### src/rtl/digit_scan_seq.sv
// digit_scan_seq
//   Scan sequencer for an 8-digit common-anode 7-segment display. Drives the
//   select lines and enables of a downstream 3-to-8 digit-select decoder.
//   It also drives the active-low segment pattern of the selected digit.
//   A blanking gap between digits keeps the decoder disabled, which suppresses
//   ghosting. A one-clock frame_tick marks the start of each new frame.
//   Every output is a flop, so no input reaches an output combinationally.
//
// Parameters
//   DIV    clocks each digit is shown (>= 1)
//   BLANK  clocks the decoder is disabled between digits (>= 0, 0 = no gap)
//
// Ports
//   clk         in   rising-edge clock
//   rst_n       in   asynchronous reset, active low
//   en          in   1 = scanning runs, 0 = display off
//   digits_on   in   [2:0] highest digit index scanned
//   disp_data   in   [31:0] nibble i is shown on digit i
//   C,B,A       out  digit select, {C,B,A} = current digit index
//   G1          out  decoder enable, active high
//   G2A,G2B     out  decoder enables, active low
//   seg         out  [7:0] {dp,g,f,e,d,c,b,a}, active low, dp always off
//   frame_tick  out  pulse on the first shown cycle of digit 0 after a wrap
module digit_scan_seq #(
    parameter int unsigned DIV   = 50000,
    parameter int unsigned BLANK = 16
) (
    input  logic        clk,
    input  logic        rst_n,
    input  logic        en,
    input  logic [2:0]  digits_on,
    input  logic [31:0] disp_data,
    output logic        C,
    output logic        B,
    output logic        A,
    output logic        G1,
    output logic        G2A,
    output logic        G2B,
    output logic [7:0]  seg,
    output logic        frame_tick
);

    localparam int unsigned CW = $clog2(DIV + BLANK + 1);
    localparam logic [CW-1:0] SHOW_LAST  = CW'(DIV - 1);
    localparam logic [CW-1:0] BLANK_LAST = (BLANK > 0) ? CW'(BLANK - 1) : '0;
    localparam logic [CW-1:0] CNT_ONE    = CW'(1);

    typedef enum logic [1:0] {
        S_IDLE,
        S_SHOW,
        S_BLANK
    } state_e;

    state_e        state_q, state_d;
    logic [2:0]    idx_q, idx_d;
    logic [CW-1:0] cnt_q, cnt_d;
    logic [2:0]    cba_q, cba_d;
    logic          g1_q, g1_d;
    logic          g2n_q, g2n_d;
    logic [7:0]    seg_q, seg_d;
    logic          tick_q, tick_d;
    logic          adv;
    logic          show_d;

    function automatic logic [7:0] hex7(input logic [3:0] n);
        logic [7:0] p;
        case (n)
            4'h0: p = 8'hC0;
            4'h1: p = 8'hF9;
            4'h2: p = 8'hA4;
            4'h3: p = 8'hB0;
            4'h4: p = 8'h99;
            4'h5: p = 8'h92;
            4'h6: p = 8'h82;
            4'h7: p = 8'hF8;
            4'h8: p = 8'h80;
            4'h9: p = 8'h90;
            4'hA: p = 8'h88;
            4'hB: p = 8'h83;
            4'hC: p = 8'hC6;
            4'hD: p = 8'hA1;
            4'hE: p = 8'h86;
            default: p = 8'h8E;
        endcase
        return p;
    endfunction

    always_comb begin
        state_d = state_q;
        idx_d   = idx_q;
        cnt_d   = cnt_q;
        adv     = 1'b0;
        tick_d  = 1'b0;

        case (state_q)
            S_IDLE: begin
                if (en) begin
                    state_d = S_SHOW;
                    idx_d   = '0;
                    cnt_d   = '0;
                end
            end
            S_SHOW: begin
                if (!en) begin
                    state_d = S_IDLE;
                    idx_d   = '0;
                    cnt_d   = '0;
                end else if (cnt_q == SHOW_LAST) begin
                    cnt_d = '0;
                    if (BLANK > 0) state_d = S_BLANK;
                    else           adv     = 1'b1;
                end else begin
                    cnt_d = cnt_q + CNT_ONE;
                end
            end
            S_BLANK: begin
                if (!en) begin
                    state_d = S_IDLE;
                    idx_d   = '0;
                    cnt_d   = '0;
                end else if (cnt_q == BLANK_LAST) begin
                    cnt_d   = '0;
                    state_d = S_SHOW;
                    adv     = 1'b1;
                end else begin
                    cnt_d = cnt_q + CNT_ONE;
                end
            end
            default: begin
                state_d = S_IDLE;
                idx_d   = '0;
                cnt_d   = '0;
            end
        endcase

        // digits_on is only looked at when a digit ends
        if (adv) begin
            if (idx_q >= digits_on) begin
                idx_d  = '0;
                tick_d = 1'b1;
            end else begin
                idx_d = idx_q + 3'd1;
            end
        end

        // Outputs are derived from the next state so they are registered
        // on the same edge as the state itself.
        show_d = (state_d == S_SHOW);
        g1_d   = show_d;
        g2n_d  = ~show_d;
        cba_d  = (state_d == S_IDLE) ? 3'd0 : idx_d;
        seg_d  = show_d ? hex7(disp_data[{idx_d, 2'b00} +: 4]) : 8'hFF;
    end

    always_ff @(posedge clk or negedge rst_n) begin
        if (!rst_n) begin
            state_q <= S_IDLE;
            idx_q   <= '0;
            cnt_q   <= '0;
            cba_q   <= '0;
            g1_q    <= 1'b0;
            g2n_q   <= 1'b1;
            seg_q   <= '1;
            tick_q  <= 1'b0;
        end else begin
            state_q <= state_d;
            idx_q   <= idx_d;
            cnt_q   <= cnt_d;
            cba_q   <= cba_d;
            g1_q    <= g1_d;
            g2n_q   <= g2n_d;
            seg_q   <= seg_d;
            tick_q  <= tick_d;
        end
    end

    assign {C, B, A}  = cba_q;
    assign G1         = g1_q;
    assign G2A        = g2n_q;
    assign G2B        = g2n_q;
    assign seg        = seg_q;
    assign frame_tick = tick_q;

endmodule

### config.mk
export PLATFORM = sky130hd
export DESIGN_NAME = digit_scan_seq
export DESIGN_NICKNAME = d
export VERILOG_FILES = /design/src/rtl/digit_scan_seq.sv
export SDC_FILE = /design/constraint.sdc
export NUM_CORES = 1
export LEC_CHECK = 0
export CORE_AREA = 2 2 87 89
export CTS_CLUSTER_SIZE = 25
export DETAILED_ROUTE_END_ITERATION = 16
export DIE_AREA = 0 0 89 91
export RECOVER_POWER = 25
export SLEW_MARGIN = 15
export SYNTH_ARGS = -nofsm -noshare
export SYNTH_HDL_FRONTEND = slang
export SYNTH_SLANG_ARGS = --single-unit
### constraint.sdc
create_clock -name clk -period 5.7 [get_ports clk]
set_input_delay 1.71 -clock clk [delete_from_list [all_inputs] [get_ports clk]]
set_output_delay 1.71 -clock clk [all_outputs]
set_load 0.01 [all_outputs]
Word-level counts from Yosys, hierarchy flattened
Memories as Yosys holds them, arrays and structs flattened. Index checks and enable logic that the tools add are counted.

$add $sub $neg: 2. Multipliers: 0. Divide/modulo/power cells: 0. Magnitude comparators: 1. Eq/ne operators: 6. Shifts and indexed selects: 1. Mux-type cells: 24. Bitwise logic cells: 1. Reduce and logical (&&, ||, !) cells: 3.

Operators by type and width (number): $mux W16 (5); $pmux W16 S3 (1); $shiftx A32 B6 Y4 (1); $add A16 B1 Y16 const B (1); $eq A16 B16 Y1 const B (1); $eq A16 B4 Y1 const B (1); $mux W3 (5); $mux W2 (5); $mux W8 (1); $pmux W2 S3 (1); $pmux W3 S2 (1); $mux W1 (5); $eq A2 B1 Y1 const B (2); $logic_not A2 Y1 (2); $add A3 B1 Y3 const B (1); $ge A3 B3 Y1 (1); $eq A2 B2 Y1 const B (1); $ne A2 B2 Y1 const B (1); $reduce_or A2 Y1 (1); $not A1 Y1 (1).

Register bits: 35. Bits in latches: 0. Memory bits (writable): 0. Bits in read-only memories: 112. Bits of input ports: 38. Output and inout port bits: 15. Logic and storage cells: 47. Memories: 1.

Memories: (name not given) (depth 16, width 7, rd ports 1, clocked after Yosys merged registers in 0, wr ports 0, RTL line 67) `case (n)`.

Longest topological paths before layout
Gate-level depths: netlist (run 1). An unclocked memory read counts as a cell.

Word-level depth: 8. Depth in mapped cells: 16. Gate-level depth less buffers: 14.

Worst setup path before layout (run 1)
OpenSTA, ideal clock, no wires.

Kind: input port to flip-flop. Start point: input digits_on[2]. End point: register seg_q[3], in the netlist seg[3]. Library setup time: 0.064 ns. Data arrival time: 4.200 ns. Data required time: 5.636 ns. Path slack: 1.437 ns. Stages on the path: 15. Buffers on the path: 1. Cells stage by stage: inv_1 > ha_1 > a21oi_1 > o211a_1 > nand3_1 > nand2_2 > buf_6 > mux2i_1 > mux2i_1 > mux2i_1 > ha_1 > inv_1 > nand2_1 > a32o_1 > nand2_1.

Word-level cells in the longest chain between the ends: 6.

Ends and longest elaborated chain: from (decl) (RTL line 31) `input logic [2:0] digits_on,`; $ge A3 B3 Y1 (RTL line 138) `if (idx_q >= digits_on) begin`; $mux W3 (RTL line 138); $mux W3 (RTL line 137) `if (adv) begin`; net idx_d[2] (RTL line 55) `logic [2:0] idx_q, idx_d;`; $shiftx A32 B6 Y4 (RTL line 152) `seg_d = show_d ? hex7(disp_data[{idx_d, 2'b00} +: 4]) : 8'hFF;`; $mem_v2 Z16 W7; $mux W8 (RTL line 152); net seg_d[3] (RTL line 60) `logic [7:0] seg_q, seg_d;`; to (signal assigned) (RTL line 172) `seg_q <= seg_d;`; to (decl) (RTL line 60).

The timed path passes the listed nets, and every way through them passes these cells. A chain may end at the register's enable or synchronous reset.

Worst setup path after layout (run 1)
Start point: input digits_on[2]. End point: register seg_q[3], in the netlist seg[3].

Word-level cells in the longest chain between the ends: 6.

Ends and longest elaborated chain (RTL line): $ge A3 B3 Y1 (138); $mux W3 (138); $mux W3 (137); $shiftx A32 B6 Y4 (152); $mem_v2 Z16 W7; $mux W8 (152); net seg_d[3] (60).

The timed path passes the listed nets, and every way through them passes these cells.

==> results of run 1 <==
## logic make-up (layout without fill, tap and decap cells)
| kind of cell | Yosys count | after routing | share of synthesized area |
|---|---|---|---|
| other | 1 | 1 | 0.00153 |
| muxes | 25 | 25 | 0.108 |
| xor gates and xnor gates | 4 | 4 | 0.0142 |
| AOI/OAI and AO/OA | 65 | 65 | 0.181 |
| buffers and inverters | 29 | 79 | 0.0545 |
| and+or+nand+nor | 97 | 97 | 0.214 |
| DFF | 34 | 34 | 0.350 |
| adders and majority gates | 15 | 15 | 0.0763 |
## worst max-delay path by stage
stage	endpoint	slack, ns
after detailed placement	seg[0]	0.48
after global routing	seg[3]	0.54
after global placement	seg[3]	0.62
after CTS	seg[3]	0.79
final	seg[3]	0.80
after floorplan	seg[3]	1.44
## final cells by class
class | count | area [um^2]
timing repair buffer | 55 | 537
sequential | 34 | 861
clock inverter | 1 | 5.00
multi-input combinational | 207 | 1460
fill | 717 | 4000
inverter | 16 | 60.1
clock buffer | 7 | 86.3
tap | 99 | 124
## Yosys cell counts, drive strengths merged (3+ instances only)
cell	n
o21ai	30
dfrtp	26
mux2i	22
nand2	21
nor2	17
ha	15
inv	14
nand4	14
nand3	9
and3	8
dfstp	8
clkbuf	7
a21oi	6
buf	6
and2	5
nor2b	5
o31ai	5
nand2b	4
xor2	4
a22oi	3
mux2	3
nor3	3
o211ai	3
o221ai	3
or4	3
## power by group through the flow
stage | sequential (mW) | combinational, mW | clock [mW]
CTS | 0.312 | 0.281 | 0.194
detailed placement | 0.315 | 0.279 | 0
global placement | 0.316 | 0.279 | 0
floorplan | 0.330 | 0.131 | 0
finish | 0.311 | 0.276 | 0.185
global route | 0.316 | 0.308 | 0.205
## critical path, cell delays in order
cell             delay [ns]
clkdlybuf4s50_1        0.45
inv_1                  0.04
ha_1                   0.30
a21oi_1                0.21
o211a_1                0.23
nand3_1                0.18
nand2_2                0.43
mux2i_1                0.23
mux2i_1                0.10
mux2i_1                0.44
ha_1                   0.32
inv_1                  0.08
nand2_1                0.06
a32o_1                 0.27
nand2_1                0.06
## layout by cell type, fill, tap and decap left out, types with 2 or more instances in the layout
cell             synthesis  layout
a21oi_1                  6       6
clkbuf_8                 0       6
mux2_2                   3       3
o32ai_1                  2       2
o221ai_1                 2       2
clkinv_1                 2       2
mux2i_1                 21      21
nor3_1                   3       3
ha_1                    15      15
o211ai_1                 3       3
and3_1                   8       8
inv_1                   14      14
a21boi_0                 2       2
o31ai_1                  5       5
nand3_1                  9       9
nand2b_1                 4       4
dfrtp_1                 26      26
nor2_1                  17      17
o21ai_0                 28      28
nand4_1                 14      14
buf_4                    2       3
and4_1                   2       2
nand3b_1                 2       2
dfstp_2                  8       8
and2_1                   4       4
xor2_1                   4       4
or4_4                    2       2
clkdlybuf4s50_1          0      50
a22oi_1                  3       3
o2111ai_1                2       2
nor2b_1                  5       5
nand2_1                 20      20
o21a_1                   2       2
clkbuf_1                 7       2
## metal layers
| layer | vias to the layer above | part of all wire | GRT usage |
|---|---|---|---|
| li1 | 1080 | - | - |
| met1 | 1044 | 0.45 | 0.204 |
| met2 | 44 | 0.50 | 0.245 |
| met3 | 4 | 0.038 | 0.0291 |
| met4 | 0 | 0.011 | 0.0435 |
| met5 | - | 0 | 0 |
## metrics by stage
| stage | cell area [um^2] | hold slack, ns | std cells | utilization |
|---|---|---|---|---|
| after floorplan | 2460 | 0.460 | 270 | - |
| after global placement | 3050 | 0.496 | 411 | 0.427 |
| after detailed placement | 3050 | 0.503 | 411 | 0.427 |
| after CTS | 3140 | 0.512 | 419 | 0.440 |
| after global routing | 3140 | 0.535 | 419 | 0.440 |
| final | 3140 | 0.503 | 419 | 0.440 |
## state kept, by name, summed over array words and instances (netlist names)
signal      cells
G1              1
state_q         2
idx_q           3
cnt_q          16
seg             7
frame_tick      1
G2A             1
cba_q           3
==> impl_metrics.env, run 1 <==
export IMPL_grt_ovfl_total=0
export IMPL_avgRoutedWirePerCell_um=14.6
export IMPL_grt_max_degree=35
export IMPL_setup_slack_ns=0.798
export IMPL_grt_pass1_wl_um=9680
export IMPL_grt_pass1_vias=2028
export IMPL_rsz0062_at_grt="no"
export IMPL_p_sw_frac=0.326
export IMPL_dieArea_um2=8100
export IMPL_hold_buffers=0
export IMPL_cts_setup_buffers=0
export IMPL_syn_to_final_growth_pct=27.6
export IMPL_drv_cap=1
export IMPL_r2r_slack_ns=1.53
export IMPL_tightestPinTransition_ns=1.87
export IMPL_hp_class="flop to flop"
export IMPL_worstSetupPathType="primary input to flop"
export IMPL_layout_drive_gt1_share=0.0938
export IMPL_hold_path_end="cnt_q[5]"
export IMPL_holdCritStartpoint="cnt_q[5]"
export IMPL_initial_core_util=0.344
export IMPL_drv_slew=35
export IMPL_synth_cells=270
export IMPL_p_seq_frac=0.403
export IMPL_routed_wl_um=6100
export IMPL_fmax_mhz=204
export IMPL_rr_startpoint="cnt_q[7]"
export IMPL_tns_ns=0
export IMPL_avgSynthCellArea_um2=9.11
export IMPL_clock_path_buffers=2
export IMPL_finalCritPeriodShare=0.860
export IMPL_clkSlewWorstSetupHoldPaths_ns=0.07
export IMPL_vdd_drop_max_v=0.000249
export IMPL_die_height_um=91
export IMPL_required_ns=5.92
export IMPL_path_max_fanout=13
export IMPL_synthesis_nets=323
export IMPL_power_density_nw_per_um2=246
export IMPL_holdPathStages=1
export IMPL_h_tree_depth=2
export IMPL_power_frac_comb=0.358
export IMPL_cp_data_arrival_time_ns=5.12
export IMPL_violations="max-capacitance violations, max-slew violations"
export IMPL_cts_made_buffers=5
export IMPL_ctsResizeCount=0
export IMPL_antenna_left=0
export IMPL_p_total_mw=0.772
export IMPL_synth_cell_area_um2=2460
export IMPL_yosys_register_bits=34
export IMPL_ys_async_sr_fraction=1.00
export IMPL_portBuffers=51
export IMPL_yosysTopAreaCell="dfrtp_1"
export IMPL_cts_tree="yes"
export IMPL_power_internal_mw=0.520
export IMPL_synthFlopType="dfrtp_1"
export IMPL_rows=31
export IMPL_worstReg2RegEnd="seg[3]"
export IMPL_track_usage=0.152
export IMPL_start_kind="primary input"
export IMPL_antenna_found_initial=0
export IMPL_viasPerCell=5.18
export IMPL_dp_hpwl_um=4650
export IMPL_coreArea_um2=7140
export IMPL_crit_path_start="digits_on[2]"
export IMPL_dr_total_vias=2172
export IMPL_status="finished, violations left"
export IMPL_drtPass1Iterations=6
export IMPL_synth_edff_count=0
export IMPL_yosysWarnings=0
export IMPL_antenna_cells=0
export IMPL_cp_end_kind="flop"
export IMPL_die_x_um=89
export IMPL_clock_sinks=34
export IMPL_drc=0
export IMPL_synth_distinct_cells=53
export IMPL_ys_top_cells_by_area="dfrtp_1 26%, dfstp_2 8.5%, mux2i_1 8.5%"
export IMPL_synth_seq_area_share=0.350
export IMPL_p_leak_nw=1.28
export IMPL_dr_first_iter_drc_count=88
export IMPL_ctsRootBufferMaster="clkbuf_8"
export IMPL_pre_cts_slack_ns=0.480
export IMPL_finalSetupViolations=0
export IMPL_finClkSkew_ns=0.00763
export IMPL_fin_crit_ns=4.90
export IMPL_switchingPower_mw=0.252
export IMPL_nets=372
export IMPL_slew_headroom=-0.244
export IMPL_ios=53
export IMPL_r2r_cells=12
export IMPL_finalHoldViolCount=0
export IMPL_clkPwrFrac=0.239
export IMPL_synth_top_cell_area_share=0.265
export IMPL_clock_latency_ns=0.28
export IMPL_place_congestion=0.815
Power figures use the tool's default switching activity.
==> run 2: changes to the inputs <==
Clock period 5.7 ns to 4 ns, I/O delays scaled along.
==> run 2 against run 1 <==
Compared with the run above:
- the run still ends with max-capacitance violations, max-slew violations left
- register-to-register slack worse by 0.89 ns
- via count up 4.7%
- cell area increased by 8.0%
- non-clock buffer count grew 26
- utilization increased by 3.5 points
- largest cell class unchanged
- final cell count rose by 6.2%
- highest routed layer unchanged
- clock skew shrank 0.0023 ns
- critical path depth increased by 2
- combinational power increased by 47%
- worst setup slack got worse by 0.60 ns
- sequential power is 43% higher
- critical endpoint unchanged
- flip-flop and latch count unchanged
==> impl_metrics.env, run 2 (same netlist as run 1, synthesis figures left out) <==
export IMPL_h_tree_depth=2
export IMPL_die_height_um=91
export IMPL_holdCritStartpoint="cnt_q[5]"
export IMPL_clock_latency_ns=0.28
export IMPL_violations="max-capacitance violations, max-slew violations"
export IMPL_finClkSkew_ns=0.00532
export IMPL_routed_wl_um=6350
export IMPL_drc=0
export IMPL_clkSlewWorstSetupHoldPaths_ns=0.07
export IMPL_slew_headroom=-0.287
export IMPL_finalHoldViolCount=0
export IMPL_grt_pass1_vias=2163
export IMPL_grt_ovfl_total=0
export IMPL_initial_core_util=0.344
export IMPL_required_ns=4.22
export IMPL_ctsRootBufferMaster="clkbuf_8"
export IMPL_clock_sinks=34
export IMPL_hold_path_end="cnt_q[5]"
export IMPL_rows=31
export IMPL_r2r_cells=12
export IMPL_path_max_fanout=5
export IMPL_use_met2=0.249
export IMPL_cp_end_kind="flop"
export IMPL_antenna_cells=0
export IMPL_final_cell_mix="50 x clkdlybuf4s50_1, 28 x o21ai_0, 28 x buf_4"
export IMPL_fin_crit_ns=3.81
export IMPL_fillers=706
export IMPL_coreArea_um2=7140
export IMPL_cts_made_buffers=5
export IMPL_avgRoutedWirePerCell_um=14.3
export IMPL_grt_max_degree=35
export IMPL_rr_startpoint="cnt_q[7]"
export IMPL_status="finished, violations left"
export IMPL_place_congestion=0.806
export IMPL_hp_class="flop to flop"
export IMPL_regMostFlops="cnt_q"
export IMPL_drtPass1Iterations=5
export IMPL_antenna_found_initial=0
export IMPL_clock_path_buffers=2
export IMPL_dr_total_vias=2274
export IMPL_layout_commonest_cell="clkdlybuf4s50_1"
export IMPL_portBuffers=51
export IMPL_largest_reg_flops=16
export IMPL_p_leak_nw=1.41
export IMPL_ios=53
export IMPL_use_met1=0.223
export IMPL_die_x_um=89
export IMPL_vdd_drop_max_v=0.000358
export IMPL_tns_ns=0
export IMPL_layout_drive_gt1_share=0.185
export IMPL_cts_tree="yes"
export IMPL_worstSetupPathType="primary input to flop"
export IMPL_grt_pass1_wl_um=10200
export IMPL_r2r_slack_ns=0.64
export IMPL_drv_slew=35
export IMPL_holdPathStages=1
export IMPL_finalCritPeriodShare=0.951
export IMPL_finalSetupViolations=0
export IMPL_power_density_nw_per_um2=330
export IMPL_syn_to_final_growth_pct=37.8
export IMPL_met3_usage=0.0218
export IMPL_fmax_mhz=263
export IMPL_nets=398
export IMPL_start_kind="primary input"
export IMPL_viasPerCell=5.11
export IMPL_dp_hpwl_um=4800
export IMPL_worstReg2RegEnd="seg[3]"
export IMPL_grt_busiest_layer="met2"
export IMPL_drv_cap=1
export IMPL_track_usage=0.158
export IMPL_antenna_left=0
export IMPL_cp_data_arrival_time_ns=4.02
export IMPL_dieArea_um2=8100
export IMPL_fin_util=0.475
export IMPL_tightestPinTransition_ns=1.93
export IMPL_dr_first_iter_drc_count=127
==> run 2: routing by layer <==
metal | share of wire | wire length (um)
met1 | 0.46 | 2950
met2 | 0.49 | 3130
met3 | 0.033 | 208
met4 | 0.011 | 68
met5 | 0 | 0
==> run 2: cell type report <==
class,count,area [um^2],share of cell area
Clock buffer,7,86.3,0.0255
Clock inverter,1,5.00,0.00148
Inverter,16,63.8,0.0188
Multi-Input combinational cell,207,1500,0.444
Sequential cell,34,861,0.254
Tap cell,99,124,0.0366
Timing Repair Buffer,81,744,0.220
==> run 2: worst max path at each step <==
stage,cells after the start,startpoint,slack [ns],end
2_1_floorplan,15,digits_on[2],0.25,seg[3]
3_3_place_gp,14,en,-0.12,seg[3]
3_5_place_dp,16,digits_on[2],-0.18,seg[3]
4_1_cts,16,digits_on[2],0.10,seg[3]
5_1_grt,16,digits_on[0],-0.02,seg[3]
6_report,17,digits_on[2],0.19,seg[3]
==> run 2: worst max-delay path: stages <==
cell	delay (ns)
clkdlybuf4s50_1	0.45
inv_1	0.06
ha_4	0.24
a21oi_2	0.14
buf_4	0.12
o21a_1	0.16
nand4_1	0.13
o21a_1	0.16
clkinvlp_4	0.15
mux2i_1	0.20
mux2i_1	0.09
buf_4	0.16
ha_1	0.28
inv_1	0.07
nand2_1	0.05
a32o_1	0.26
nand2_1	0.07
==> run 2: timing repair <==
action,4_1_cts,5_1_grt
endpoints found under the setup margin,0,6
hold buffers,0,0
resized for setup,0,9
buffers inserted,0,1
==> run 2: per-stage QoR <==
stage	total power [mW]	hold WS (ns)	area [um^2]	std cells	worst slack, ns
global route	1.20	0.553	3390	445	-0.0202
finish	1.12	0.508	3390	445	0.195
detailed placement	0.856	0.498	3250	436	-0.183
floorplan	0.656	0.460	2460	270	0.247
CTS	1.13	0.508	3340	444	0.105
global placement	0.857	0.492	3250	436	-0.118
==> run 2: power breakdown <==
part,switching [mW],internal [mW]
registers,0.0245,0.420
logic,0.213,0.193
clock network,0.129,0.139
